**config.mk**
```make
export PLATFORM = sky130hd
export DESIGN_NAME = stopwatch_ctrl
export DESIGN_NICKNAME = d
export VERILOG_FILES = /design/src/rtl/stopwatch_ctrl.sv
export SDC_FILE = /design/constraint.sdc
export NUM_CORES = 1
export LEC_CHECK = 0
export ABC_CLOCK_PERIOD_IN_PS = 3500
export BUFFER_PORTS_ARGS = -buffer_cell sky130_fd_sc_hd__buf_2
export CELL_PAD_IN_SITES_DETAIL_PLACEMENT = 0
export CELL_PAD_IN_SITES_GLOBAL_PLACEMENT = 1
export CORE_MARGIN = 10
export CORE_UTILIZATION = 34
export CTS_CLUSTER_DIAMETER = 80
export DETAILED_ROUTE_END_ITERATION = 8
export PLACE_DENSITY = 0.89
export SLEW_MARGIN = 20
export SYNTH_ARGS = -nofsm -noshare
export SYNTH_HDL_FRONTEND = slang
export SYNTH_SLANG_ARGS = --single-unit
```
**constraint.sdc**
```tcl
create_clock -name clk -period 3.5 [get_ports clk]
set_input_delay 0.35 -clock clk [delete_from_list [all_inputs] [get_ports clk]]
set_output_delay 0.35 -clock clk [all_outputs]
set_load 0.01 [all_outputs]
```
**src/rtl/stopwatch_ctrl.sv**
```systemverilog
// Stopwatch mode controller: converts debounced buttons and adjust switches
// into one-cycle counter commands, clamped digit loads and a blink phase.
module stopwatch_ctrl #(
    parameter logic [3:0] DIGIT_MAX = 4'd9,
    parameter logic [3:0] SEC_L_MAX = 4'd5,
    parameter logic [2:0] VOID_SEL  = 3'd5
) (
    input  logic       clk,
    input  logic       rst,
    input  logic       btn_reset,
    input  logic       btn_pause,
    input  logic       adj_sw,
    input  logic [1:0] sel,
    input  logic [3:0] num,
    input  logic       tick_1hz,
    input  logic       tick_adj,
    input  logic       tick_blink,
    output logic       cnt_en,
    output logic       cnt_clr,
    output logic       ld_en,
    output logic [2:0] ld_sel,
    output logic [3:0] ld_val,
    output logic       blink,
    output logic [1:0] state
);

    typedef enum logic [1:0] {
        IDLE   = 2'd0,
        RUN    = 2'd1,
        PAUSE  = 2'd2,
        ADJUST = 2'd3
    } state_t;

    state_t     state_q, state_nx;
    logic       btn_reset_p0, btn_pause_p0;
    logic       pr_rst, pr_pause;
    logic       cnt_en_nx, cnt_clr_nx, ld_en_nx, blink_nx;
    logic [2:0] ld_sel_nx;
    logic [3:0] ld_val_nx;

    // Limit a requested digit value to the legal range of the selected digit;
    // only the tens-of-seconds digit has the smaller ceiling.
    function automatic logic [3:0] clamp_num(input logic [1:0] s, input logic [3:0] n);
        logic [3:0] lim;
        lim = (s == 2'd1) ? SEC_L_MAX : DIGIT_MAX;
        return (n > lim) ? lim : n;
    endfunction

    assign pr_rst   = btn_reset & ~btn_reset_p0;
    assign pr_pause = btn_pause & ~btn_pause_p0;
    assign state    = state_q;

    // State register; button history loads the live level during reset so a
    // button held through reset never produces a press event.
    always_ff @(posedge clk) begin
        if (rst) begin
            state_q <= IDLE;
        end else begin
            state_q <= state_nx;
        end
        btn_reset_p0 <= btn_reset;
        btn_pause_p0 <= btn_pause;
    end

    // Next state and next registered outputs; the if-chain encodes event priority
    // so only one transition can fire and a tick in a transition cycle is dropped.
    always_comb begin
        state_nx   = state_q;
        cnt_en_nx  = 1'b0;
        cnt_clr_nx = 1'b0;
        ld_en_nx   = 1'b0;
        ld_val_nx  = ld_val;
        blink_nx   = blink;
        if (pr_rst) begin
            state_nx   = IDLE;
            cnt_clr_nx = 1'b1;
        end else if (adj_sw && (state_q != ADJUST)) begin
            state_nx = ADJUST;
        end else if (pr_pause && (state_q != ADJUST)) begin
            state_nx = (state_q == RUN) ? PAUSE : RUN;
        end else if ((state_q == ADJUST) && !adj_sw) begin
            state_nx = PAUSE;
        end else begin
            if (state_q == RUN) begin
                cnt_en_nx = tick_1hz;
            end
            if (state_q == ADJUST) begin
                if (tick_adj) begin
                    ld_en_nx  = 1'b1;
                    ld_val_nx = clamp_num(sel, num);
                end
                if (tick_blink) begin
                    blink_nx = ~blink;
                end
            end
        end
        // ld_sel follows the latest load while in ADJUST and parks on VOID_SEL elsewhere;
        // leaving ADJUST also forces the blink phase low on the transition edge.
        if (state_nx == ADJUST) begin
            ld_sel_nx = ld_en_nx ? {1'b0, sel} : ld_sel;
        end else begin
            ld_sel_nx = VOID_SEL;
            blink_nx  = 1'b0;
        end
    end

    // Output registers: every command appears one cycle after its cause.
    always_ff @(posedge clk) begin
        if (rst) begin
            cnt_en  <= 1'b0;
            cnt_clr <= 1'b0;
            ld_en   <= 1'b0;
            ld_sel  <= VOID_SEL;
            ld_val  <= 4'd0;
            blink   <= 1'b0;
        end else begin
            cnt_en  <= cnt_en_nx;
            cnt_clr <= cnt_clr_nx;
            ld_en   <= ld_en_nx;
            ld_sel  <= ld_sel_nx;
            ld_val  <= ld_val_nx;
            blink   <= blink_nx;
        end
    end

endmodule

```
==> metrics.md, run 1 <==
| Metric | Value |
|---|---|
| Number of gates given a new drive strength after cts | 0 |
| Multi-input combinational cell area | 313 um^2 |
| Final-layout fill cell count | slightly below 200 |
| Total negative setup slack | 0 ns |
| Post-synthesis net count | 83 |
| Number of nets with antenna violations after routing | 0 |
| Fraction of registers with async set or reset after synthesis | 0 |
| GR Util All Layers | 0.0763 |
| CTS root buffer | clkbuf_4 |
| Area leader, netlist | dfxtp_1 |
| Die X-Extent | 62.9 um |
| Top area cells in the synthesized netlist | dfxtp_1 48%, nand2_1 6.6%, nor2_1 5.4%, nor3b_1 4.8%, nor2b_1 4.0% |
| CTS tree | yes |
| Routed wire per std cell | 12.3 um |
| Worst VDD drop | between 0.15 and 0.2 mV |
| Final Slew Violations | 0 |
| Routability congestion estimate | between 0.7 and 0.8 |
| Share of power burned in registers | 0.570 |
| CP arrival | ~1.9 ns |
| Crit share post-route | 0.483 |
| CP max FO | 6 |
| RSZ-0062 raised after global routing | false |
| Crit path time final | roughly 1.7 ns |
| Buffer count from post-CTS setup fixing | 0 |
| Clock power frac | 0.310 |
| Critical Path End Type | flop |
| Hold/Removal Path Class | in2reg |
| Routed WL | about 1.5 mm |
| Leakage power summed over all cells | roughly 0.35 nW |
| Post-Place Cell Area | just under 800 um^2 |
| Estimated wirelength of the detail-placed design | roughly 1.2 mm |
| Final Util | 0.464 |
| Endpoint required time on the critical path | 3.71 ns |
| Initial standard-cell utilization of the core | 0.362 |
| Detailed router's first-iteration violation count | 10 |
| Slew at the pin closest to its max-slew limit | around 0.34 ns |
| Outcome | complete, no violations |
| Combined flip-flop and latch cell area | roughly 300 um^2 |
| Design Area, Final | between 800 and 900 um^2 |
| Antenna Cells | 0 |
| Fraction of power spent switching nets | 0.246 |
| Commonest cells post-synth | 15 x dfxtp_1, 11 x nand2_1, 9 x nor2_1 |
| Type of the worst setup path | in2reg |
| Netlist Area Pre-Place | 624 um^2 |
| Seq cells post-synth | 15 |
| Number of antenna violations at the first check in global routing | 0 |
| Number of core rows | 15 |
| Relative area change from synthesis to final layout | 28.5% |
| Most common flop cell mapped by yosys | dfxtp_1 |
| Rel. slew slack | 0.774 |
| GR Overflow Total | 0 |
| Cell Pwr Density | about 390 nW/um^2 |
| Portion of synthesized cell area occupied by the leading cell type | 0.481 |
| Worst-case clock skew | 0.00615 ns |
| Fmax | between 0.5 and 0.6 GHz |
| Boundary Pins | 27 |
| Chip Height | 62.9 um |
| Gate power share | 0.120 |
| Clock tree sinks | 15 |
| Clock buffer depth | 2 |
| Cell with the most instances after synthesis | dfxtp_1 |
| Number of cells in the design after placement | approximately 120 |
| Number of remaining DRC errors | 0 |
| Final Hold Vio Count | 0 |
| Reg clk slew, reported paths | 0.09 ns |
| Cell-internal power | between 0.2 and 0.25 mW |
| Post-Syn Instances | between 60 and 70 |
| Reported max-cap violation count | 0 |
| Clock H-tree levels | 1 |
| Warnings from Yosys | 0 |
| Via count of the first global-routing pass | 541 |
| Net count, final | 113 |
| Die ar. | slightly below 4000 um^2 |
| P_sw | roughly 0.076 mW |
| Unique cell type count in the Yosys netlist | 25 |
| Number of buffers added to fix hold violations after cts | 0 |
| Pin count of the biggest net entering global routing | 10 |
| Number of iterations in the first detailed-routing pass | 2 |
| Global-route wire length before repair | about 2.5 mm |
| Vias after detailed routing | around 570 |
| Core outline area | about 1700 um^2 |
| Count of buffers from port buffering | 26 |
| Clock latency on the worst-skew pair | roughly 0.28 ns |
| Sort of element at the start of the critical path | input port |
| Post-route insts no fill | 122 |
| Post-detailed-route via-to-cell ratio | around 4.7 |
| Share of synthesized area occupied by flip-flops and latches | 0.481 |
| Number of enable flip-flop cells after synthesis | 0 |
| CTS Buf Count | 3 |
| Share of final-layout standard cells stronger than drive strength 1 | 0.361 |
| Avg Cell Area, Syn | between 9 and 10 um^2 |
| Final setup violation count | 0 |
layout by cell type, fill, tap and decap left out, types with 2 or more instances in the layout:
cell type,instances
nor2_1,9
dfxtp_1,15
buf_2,26
o21a_1,2
nor3b_1,4
clkbuf_4,3
nand4_1,3
nor2b_1,4
nand2_1,11
a21oi_1,3
kinds of logic (layout without fill, tap and decap cells):
logic type                 after synthesis  in the layout  share of synthesized area
buffers and inverters                    1             30                     0.0180
and+or+nand+nor                         39             39                      0.335
AOI/OAI and AO/OA                       11             11                      0.132
DFF                                     15             15                      0.481
adders and majority gates                1              1                     0.0200
xor gates and xnor gates                 1              1                     0.0140
power groups by stage:
stage / Combinational (mW) / Clock, mW / Sequential (mW)
3_3_place_gp: 0.0366 / 0 / 0.181
3_5_place_dp: 0.0376 / 0 / 0.181
5_1_grt: 0.0419 / 0.109 / 0.178
6_report: 0.0374 / 0.0963 / 0.177
2_1_floorplan: 0.0190 / 0 / 0.183
4_1_cts: 0.0377 / 0.0994 / 0.177
metrics by stage:
stage          setup WS, ns  hold WS (ns)  power [mW]
2_1_floorplan          1.74         0.378       0.202
3_3_place_gp           1.58         0.440       0.218
3_5_place_dp           1.52         0.443       0.219
4_1_cts                1.82         0.173       0.314
5_1_grt                1.71         0.168       0.329
6_report               1.81         0.175       0.311
worst max-delay path, stage by stage:
cell and delay (ns):
buf_2 0.10, nor2b_1 0.27, ha_1 0.35, nand2_1 0.09
o22ai_1 0.09, or4b_1 0.51, a21oi_1 0.14
final cells by class:
type	instances	area share
well taps	25	0.0390
repair buffers	26	0.162
multi-input cells	52	0.390
flip-flops and latches	15	0.374
clock buffers	3	0.0281
clock inverters	1	0.00624
flip-flops by register name, summed over array words and instances, names as in the netlist:
signal and cells:
ld_val 4, btn_pause_p0 1, btn_reset_p0 1, ld_sel 3, cnt_clr 1, cnt_en 1, ld_en 1, state 2
blink 1
final timing paths:
check	slack (ns)	from	cells past startpoint	endpoint
setup / recovery	1.81	sel[0]	7	ld_val[1]
hold reg to reg	0.47	ld_val[2]	2	ld_val[2]
setup reg to reg	1.91	state[1]	4	ld_val[1]
hold / removal	0.17	btn_pause	1	btn_pause_p0
routing by layer:
| layer | wire length, um | track usage | vias up |
|---|---|---|---|
| li1 | - | - | 303 |
| met1 | 667 | 0.0832 | 252 |
| met2 | 754 | 0.128 | 12 |
| met3 | 53 | 0.0179 | 2 |
| met4 | 21 | 0.0503 | 0 |
| met5 | 0 | 0 | - |
Note: power is estimated with default switching activity, not from simulation.
==> inputs of run 2 (changes only) <==
--- a/config.mk
+++ b/config.mk
@@ -5,15 +5,15 @@
 export SDC_FILE = /design/constraint.sdc
 export NUM_CORES = 1
 export LEC_CHECK = 0
-export ABC_CLOCK_PERIOD_IN_PS = 3500
+export ABC_CLOCK_PERIOD_IN_PS = 1400
 export BUFFER_PORTS_ARGS = -buffer_cell sky130_fd_sc_hd__buf_2
 export CELL_PAD_IN_SITES_DETAIL_PLACEMENT = 0
 export CELL_PAD_IN_SITES_GLOBAL_PLACEMENT = 1
 export CORE_MARGIN = 10
-export CORE_UTILIZATION = 34
+export CORE_UTILIZATION = 29
 export CTS_CLUSTER_DIAMETER = 80
 export DETAILED_ROUTE_END_ITERATION = 8
-export PLACE_DENSITY = 0.89
+export PLACE_DENSITY = 0.82
 export SLEW_MARGIN = 20
 export SYNTH_ARGS = -nofsm -noshare
 export SYNTH_HDL_FRONTEND = slang
==> constraint.sdc (replaced) <==
create_clock -name clk -period 1.4 [get_ports clk]
set_input_delay 0.14 -clock clk [delete_from_list [all_inputs] [get_ports clk]]
set_output_delay 0.14 -clock clk [all_outputs]
set_load 0.01 [all_outputs]
==> run 2 against run 1 <==
The flow now finishes with violations (setup timing). Non-clock buffer count grew 13. Register-to-register slack lost 1.9 ns. Clock power grew 150%. Sequential power grew 150%. Hold slack lost 0.050 ns. Critical path depth shrank 3. Power grew to 2.6 times the previous value. First-iteration DRC count grew to 3.0 times the previous value. Critical endpoint unchanged.
==> metrics.md, run 2 (synthesis gave the netlist of run 1 again) <==
| Metric | Value |
|---|---|
| Clock latency on the worst-skew pair | 0.27 ns (about the same) |
| Hold worst-path end | ld_val[1] |
| Type of the worst setup path | reg2reg |
| Hold slack final | 0.124 ns (-0.0504 ns) |
| Detailed router's first-iteration violation count | 30 (+20) |
| Worst VDD drop | 0.382 mV (+130%) |
| GR Util All Layers | 0.0806 (+0.00430) |
| Violated checks | setup timing |
| Die X-Extent | 66.4 um (+5.6%) |
| Cell count of the worst reg-to-reg path | 4 (unchanged) |
| Worst-case clock skew | 0.00297 ns (-0.00318 ns) |
| Post-detailed-route via-to-cell ratio | 4.83 (+3.6%) |
| Cell Pwr Density | 865 nW/um^2 (+120%) |
| Final Slew Violations | 0 (unchanged) |
| Post-route insts no fill | 137 (+12%) |
| CTS tree | yes |
| Via count of the first global-routing pass | 641 (+18%) |
| Hold/Removal Path Class | in2reg |
| P_sw | 0.196 mW (+160%) |
| Die ar. | 4410 um^2 (+12%) |
| Most common library cell in the layout ignoring fill and taps | buf_2 |
| Post-Place Cell Area | 887 um^2 (+15%) |
| Number of cells on the worst hold path | 2 (+1) |
| Number of core rows | 16 (+1) |
| Routed wire per std cell | 13.0 um (+5.8%) |
| Buf+Inv Stages, Crit Path | 0 (-1) |
| Number of antenna violations at the first check in global routing | 0 (unchanged) |
| Number of remaining DRC errors | 0 (unchanged) |
| Clock H-tree levels | 1 (unchanged) |
| Clock tree sinks | 15 (unchanged) |
| Core outline area | 2000 um^2 (+16%) |
| Share of power burned in registers | 0.539 (-0.031) |
| Chip Height | 66.4 um (+5.6%) |
| Vias after detailed routing | 662 (+16%) |
| Global-route wire length before repair | 2.78 mm (+12%) |
| Dominant delay contributor by cell family on the critical path | simple AND/OR/NAND/NOR gates |
| Pin count of the biggest net entering global routing | 9 (-1) |
| Rel. slew slack | 0.813 (+0.0397) |
| Clock power frac | 0.293 (-0.017) |
| Endpoint required time on the critical path | 1.62 ns (-2.09 ns) |
| Setup WS post-layout | -0.00603 ns (-1.82 ns) |
| Critical path, cell by cell | and2b_4 -> or2_4 -> or4b_4 -> a21oi_2 |
| Final setup violation count | 1 (+1) |
| Reg2reg end | ld_val[1] |
| Clock buffer depth | 2 (unchanged) |
| Net count, final | 126 (+12%) |
| Outcome | complete, but fails checks |
| CTS Buf Count | 3 (unchanged) |
| Leakage power summed over all cells | 0.424 nW (+20%) |
| Worst path max stage delay | 0.48 ns (-0.03 ns) |
| Relative area change from synthesis to final layout | 51.1% |
| Slew at the pin closest to its max-slew limit | 0.279 ns (-0.0594 ns) |
| Slowest-stage cell, CP | or4b_4 |
| Routability congestion estimate | 0.826 (+6.5%) |
| Boundary Pins | 27 (unchanged) |
| RSZ-0062 raised after global routing | true |
| Number of iterations in the first detailed-routing pass | 4 (+2) |
| Top register by number of flip-flops | ld_val |
| Critical Path End Type | flop |
| Crit path time final | 1.41 ns |
| CP max FO | 4 (-2) |
| Hold Crit Start | rst |
| Fmax | ~0.7 GHz |
| Number of cells in the design after placement | 131 (+11%) |
| Initial standard-cell utilization of the core | 0.312 (-0.0497) |
| Number of flip-flops in the largest register | 4 (unchanged) |
| Share of final-layout standard cells stronger than drive strength 1 | 0.473 (+0.112) |
| Worst R2R Setup Slack | -0.006 ns (-1.92 ns) |
| Final Util | 0.471 (+0.00676) |
| Crit share post-route | 1.00 |
| Critical R2R Launch | btn_reset_p0 |
| Estimated wirelength of the detail-placed design | 1.46 mm (+17%) |
| Fraction of power spent switching nets | 0.240 (-0.00528) |
| Reg clk slew, reported paths | 0.09 ns (about the same) |
| Total negative setup slack | -0.00603 ns (-0.00603 ns) |
| Number of nets with antenna violations after routing | 0 (unchanged) |
| Count of buffers from port buffering | 26 (unchanged) |
| Design Area, Final | 943 um^2 (+18%) |
| Worst setup timing slack at the placement stage | -0.204 ns (-1.73 ns) |
| Critical path origin | btn_reset_p0 |
| Antenna Cells | 0 (unchanged) |
| Reported max-cap violation count | 0 (unchanged) |
| CP arrival | 1.62 ns (-0.28 ns) |
| Cell-internal power | 0.620 mW (+160%) |
| Overall power consumption | 0.816 mW (+160%) |
| Highest-count cells in the layout ignoring fill and taps | 26 x buf_2, 13 x dfxtp_1, 11 x nand2_1, 11 x buf_4, 9 x nor2_1 |
| GR Overflow Total | 0 (unchanged) |
| Gate power share | 0.168 (+0.048) |
| Routed WL | 1.78 mm (+19%) |
| Sort of element at the start of the critical path | flop |
| Final Hold Vio Count | 0 (unchanged) |
| CTS root buffer | clkbuf_4 |
==> run 2: cell type report <==
cell class | count | area [um^2]
timing repair buffer | 39 | 233
tap | 27 | 33.8
multi-input combinational | 52 | 343
sequential | 15 | 308
fill | 205 | 1060
clock buffer | 4 | 26.3
==> run 2: power groups by stage <==
stage	Combinational [mW]	Sequential [mW]	Clock [mW]
2_1_floorplan	0.0535	0.456	0
3_3_place_gp	0.128	0.449	0
3_5_place_dp	0.131	0.450	0
4_1_cts	0.136	0.440	0.251
5_1_grt	0.150	0.441	0.270
6_report	0.137	0.440	0.239
==> run 2: worst max path at each step <==
| stage | endpoint | slack (ns) | cells past startpoint |
|---|---|---|---|
| 6_report | ld_val[1] | -0.006 | 4 |
| 5_1_grt | ld_val[1] | -0.07 | 4 |
| 4_1_cts | ld_val[1] | 0.01 | 4 |
| 3_5_place_dp | ld_val[3] | -0.20 | 7 |
| 3_3_place_gp | ld_val[3] | -0.18 | 7 |
| 2_1_floorplan | ld_val[3] | -0.06 | 6 |
==> run 2: timing repair <==
action	in CTS	in global routing
endpoints found under the setup margin	1	1
endpoints found under the hold margin	2	0
hold buffers	2	0
gates resized for setup	1	2
pin swaps	1	0
buffers inserted	0	0
cloned	0	0
==> run 2: metal layers <==
layer / global-route usage / share of wire
met4: 0.0393 / 0.012
met1: 0.0875 / 0.43
met2: 0.123 / 0.42
met5: 0 / 0
met3: 0.0458 / 0.13
==> run 2: worst reg2reg max path: stages, from the launching register on <==
cell and delay (ns):
dfxtp_1 0.31, and2b_4 0.18, or2_4 0.26, or4b_4 0.48
a21oi_2 0.12
==> inputs of run 3 (changes only) <==
--- a/config.mk
+++ b/config.mk
@@ -14,6 +14,7 @@
 export CTS_CLUSTER_DIAMETER = 80
 export DETAILED_ROUTE_END_ITERATION = 8
 export PLACE_DENSITY = 0.82
+export RECOVER_POWER = 50
 export SLEW_MARGIN = 20
 export SYNTH_ARGS = -nofsm -noshare
 export SYNTH_HDL_FRONTEND = slang
==> run 3 against run 2 <==
The flow still finishes with violations (setup timing). Sequential cell count is the same. Cell count is the same. Largest power group unchanged. Setup slack hardly changed. Clock power is essentially flat. Combinational power is essentially flat. Highest routed layer unchanged. Register-to-register slack about the same. Fmax about the same. Count of clock-buffer cells in the layout did not move.
==> metrics.md, run 3 (synthesis gave the netlist of run 1 again) <==
| Metric | Value |
|---|---|
| Outcome | complete, but fails checks |
| Violated checks | setup timing |
| Estimated wirelength of the detail-placed design | 1.46 mm (unchanged) |
| Worst-case clock skew | 0.00298 ns (+0.00000646 ns) |
| Reg clk slew, reported paths | 0.09 ns (about the same) |
| Setup WS post-layout | -0.00601 ns (+0.0000194 ns) |
| Hold Crit Start | rst |
| Chip Height | 66.4 um (unchanged) |
| Vias after detailed routing | 662 (unchanged) |
| Detailed router's first-iteration violation count | 30 (unchanged) |
| Share of power burned in registers | 0.539 (about the same) |
| P_sw | 0.196 mW (about the same) |
| Routed WL | 1.78 mm (-0.11%) |
| Cell Pwr Density | 866 nW/um^2 (+0.17%) |
| Clock latency on the worst-skew pair | 0.27 ns (about the same) |
| Relative area change from synthesis to final layout | 50.7% |
| Clock power frac | 0.293 (about the same) |
| Design Area, Final | 941 um^2 (-0.27%) |
| Overall power consumption | 0.815 mW (about the same) |
| Post-Place Cell Area | 887 um^2 (unchanged) |
| Net count, final | 126 (unchanged) |
| Number of flip-flops in the largest register | 4 (unchanged) |
| Gate power share | 0.167 (about the same) |
| Post-detailed-route via-to-cell ratio | 4.83 (unchanged) |
| Clock tree sinks | 15 (unchanged) |
| Number of core rows | 16 (unchanged) |
| Post-route insts no fill | 137 (unchanged) |
| Endpoint required time on the critical path | 1.62 ns (about the same) |
| CP max FO | 4 (unchanged) |
| Number of remaining DRC errors | 0 (unchanged) |
| Die X-Extent | 66.4 um (unchanged) |
| Antenna Cells | 0 (unchanged) |
| Type of the worst setup path | reg2reg |
| Final Hold Vio Count | 0 (unchanged) |
| Routability congestion estimate | 0.826 (unchanged) |
| Fmax | 0.711 GHz (about the same) |
| Number of antenna violations at the first check in global routing | 0 (unchanged) |
| Initial standard-cell utilization of the core | 0.312 (unchanged) |
| CP arrival | 1.62 ns (about the same) |
| Cell-internal power | 0.619 mW (-0.12%) |
| Die ar. | 4410 um^2 (unchanged) |
| Pin count of the biggest net entering global routing | 9 (unchanged) |
| GR Util All Layers | 0.0806 (unchanged) |
| RSZ-0062 raised after global routing | true |
| Slew at the pin closest to its max-slew limit | 0.279 ns (-0.000000715 ns) |
| GR Overflow Total | 0 (unchanged) |
| CTS Buf Count | 3 (unchanged) |
| Final-layout fill cell count | 207 (+0.98%) |
| Critical Path End Type | flop |
| Rel. slew slack | 0.813 (unchanged) |
| Sort of element at the start of the critical path | flop |
| Number of nets with antenna violations after routing | 0 (unchanged) |
| Top register by number of flip-flops | ld_val |
| Count of buffers from port buffering | 26 (unchanged) |
| Global-route wire length before repair | 2.78 mm (unchanged) |
| CTS tree | yes |
| Via count of the first global-routing pass | 641 (unchanged) |
| Crit path time final | 1.41 ns (-0.0000194 ns) |
| Highest-count cells in the layout ignoring fill and taps | 24 x buf_2, 13 x dfxtp_1, 11 x nand2_1, 11 x buf_4, 9 x nor2_1 |
| Hold/Removal Path Class | in2reg |
| Share of final-layout standard cells stronger than drive strength 1 | 0.455 (-0.0182) |
| Number of cells in the design after placement | 131 (unchanged) |
| Boundary Pins | 27 (unchanged) |
| Final Slew Violations | 0 (unchanged) |
| Number of iterations in the first detailed-routing pass | 4 (unchanged) |
| Final setup violation count | 1 (unchanged) |
| Critical R2R Launch | btn_reset_p0 |
| Fraction of power spent switching nets | 0.241 (about the same) |
| Leakage power summed over all cells | 0.418 nW (-1.3%) |
| Clock buffer depth | 2 (unchanged) |
| Reported max-cap violation count | 0 (unchanged) |
| Crit share post-route | 1.00 (about the same) |
| Clock H-tree levels | 1 (unchanged) |
| Worst VDD drop | 0.382 mV (about the same) |
| Routed wire per std cell | 13.0 um (-0.11%) |
| CTS root buffer | clkbuf_4 |
| Most common library cell in the layout ignoring fill and taps | buf_2 |
| Critical path origin | btn_reset_p0 |
| Core outline area | 2000 um^2 (unchanged) |
==> run 3: power groups by stage <==
stage          combinational, mW  clock [mW]  sequential (mW)
2_1_floorplan             0.0535           0            0.456
3_3_place_gp               0.128           0            0.449
3_5_place_dp               0.131           0            0.450
4_1_cts                    0.136       0.251            0.440
5_1_grt                    0.149       0.270            0.441
6_report                   0.136       0.239            0.440
==> run 3: worst paths after layout <==
| path | cells past startpoint | slack [ns] | end |
|---|---|---|---|
| worst max-delay path | 4 | -0.006 | ld_val[1] |
| worst min register to register | 1 | 0.46 | ld_sel[2] |
| worst min-delay path | 2 | 0.12 | ld_val[1] |
| worst max register to register | 4 | -0.006 | ld_val[1] |
==> run 3: area by class of cell <==
type                    instances  area, um^2  area share
multi-input cells              52         343       0.364
well taps                      27        33.8      0.0359
flip-flops and latches         15         308       0.327
clock buffers                   4        26.3      0.0279
repair buffers                 39         230       0.245
==> run 3: timing repair <==
| action | CTS | global route |
|---|---|---|
| hold buffers | 2 | 0 |
| setup endpoints to repair | 1 | 1 |
| pin swaps | 1 | 0 |
| gates resized for setup | 1 | 2 |
| buffers inserted | 0 | 0 |
| endpoints found under the hold margin | 2 | 0 |
==> run 3: critical path, cell delays in order (launching register included) <==
cell,delay [ns]
dfxtp_1,0.31
and2b_4,0.18
or2_4,0.26
or4b_4,0.48
a21oi_2,0.12
==> run 3: metal layers <==
layer,global-route usage,share of wire,wire (um)
met5,0,0,0
met4,0.0393,0.012,21
met3,0.0458,0.13,233
met2,0.123,0.42,754
met1,0.0875,0.43,767
==> run 3: through the flow <==
step / hold slack (ns) / setup TNS (ns) / setup WS [ns] / util
3_5_place_dp: 0.259 / -0.391 / -0.204 / 0.443
3_3_place_gp: 0.255 / -0.342 / -0.179 / 0.443
6_report: 0.124 / -0.00601 / -0.00601 / 0.470
4_1_cts: 0.121 / 0 / 0.0132 / 0.468
5_1_grt: 0.122 / -0.0709 / -0.0709 / 0.470
2_1_floorplan: 0.168 / -0.111 / -0.0618 / -
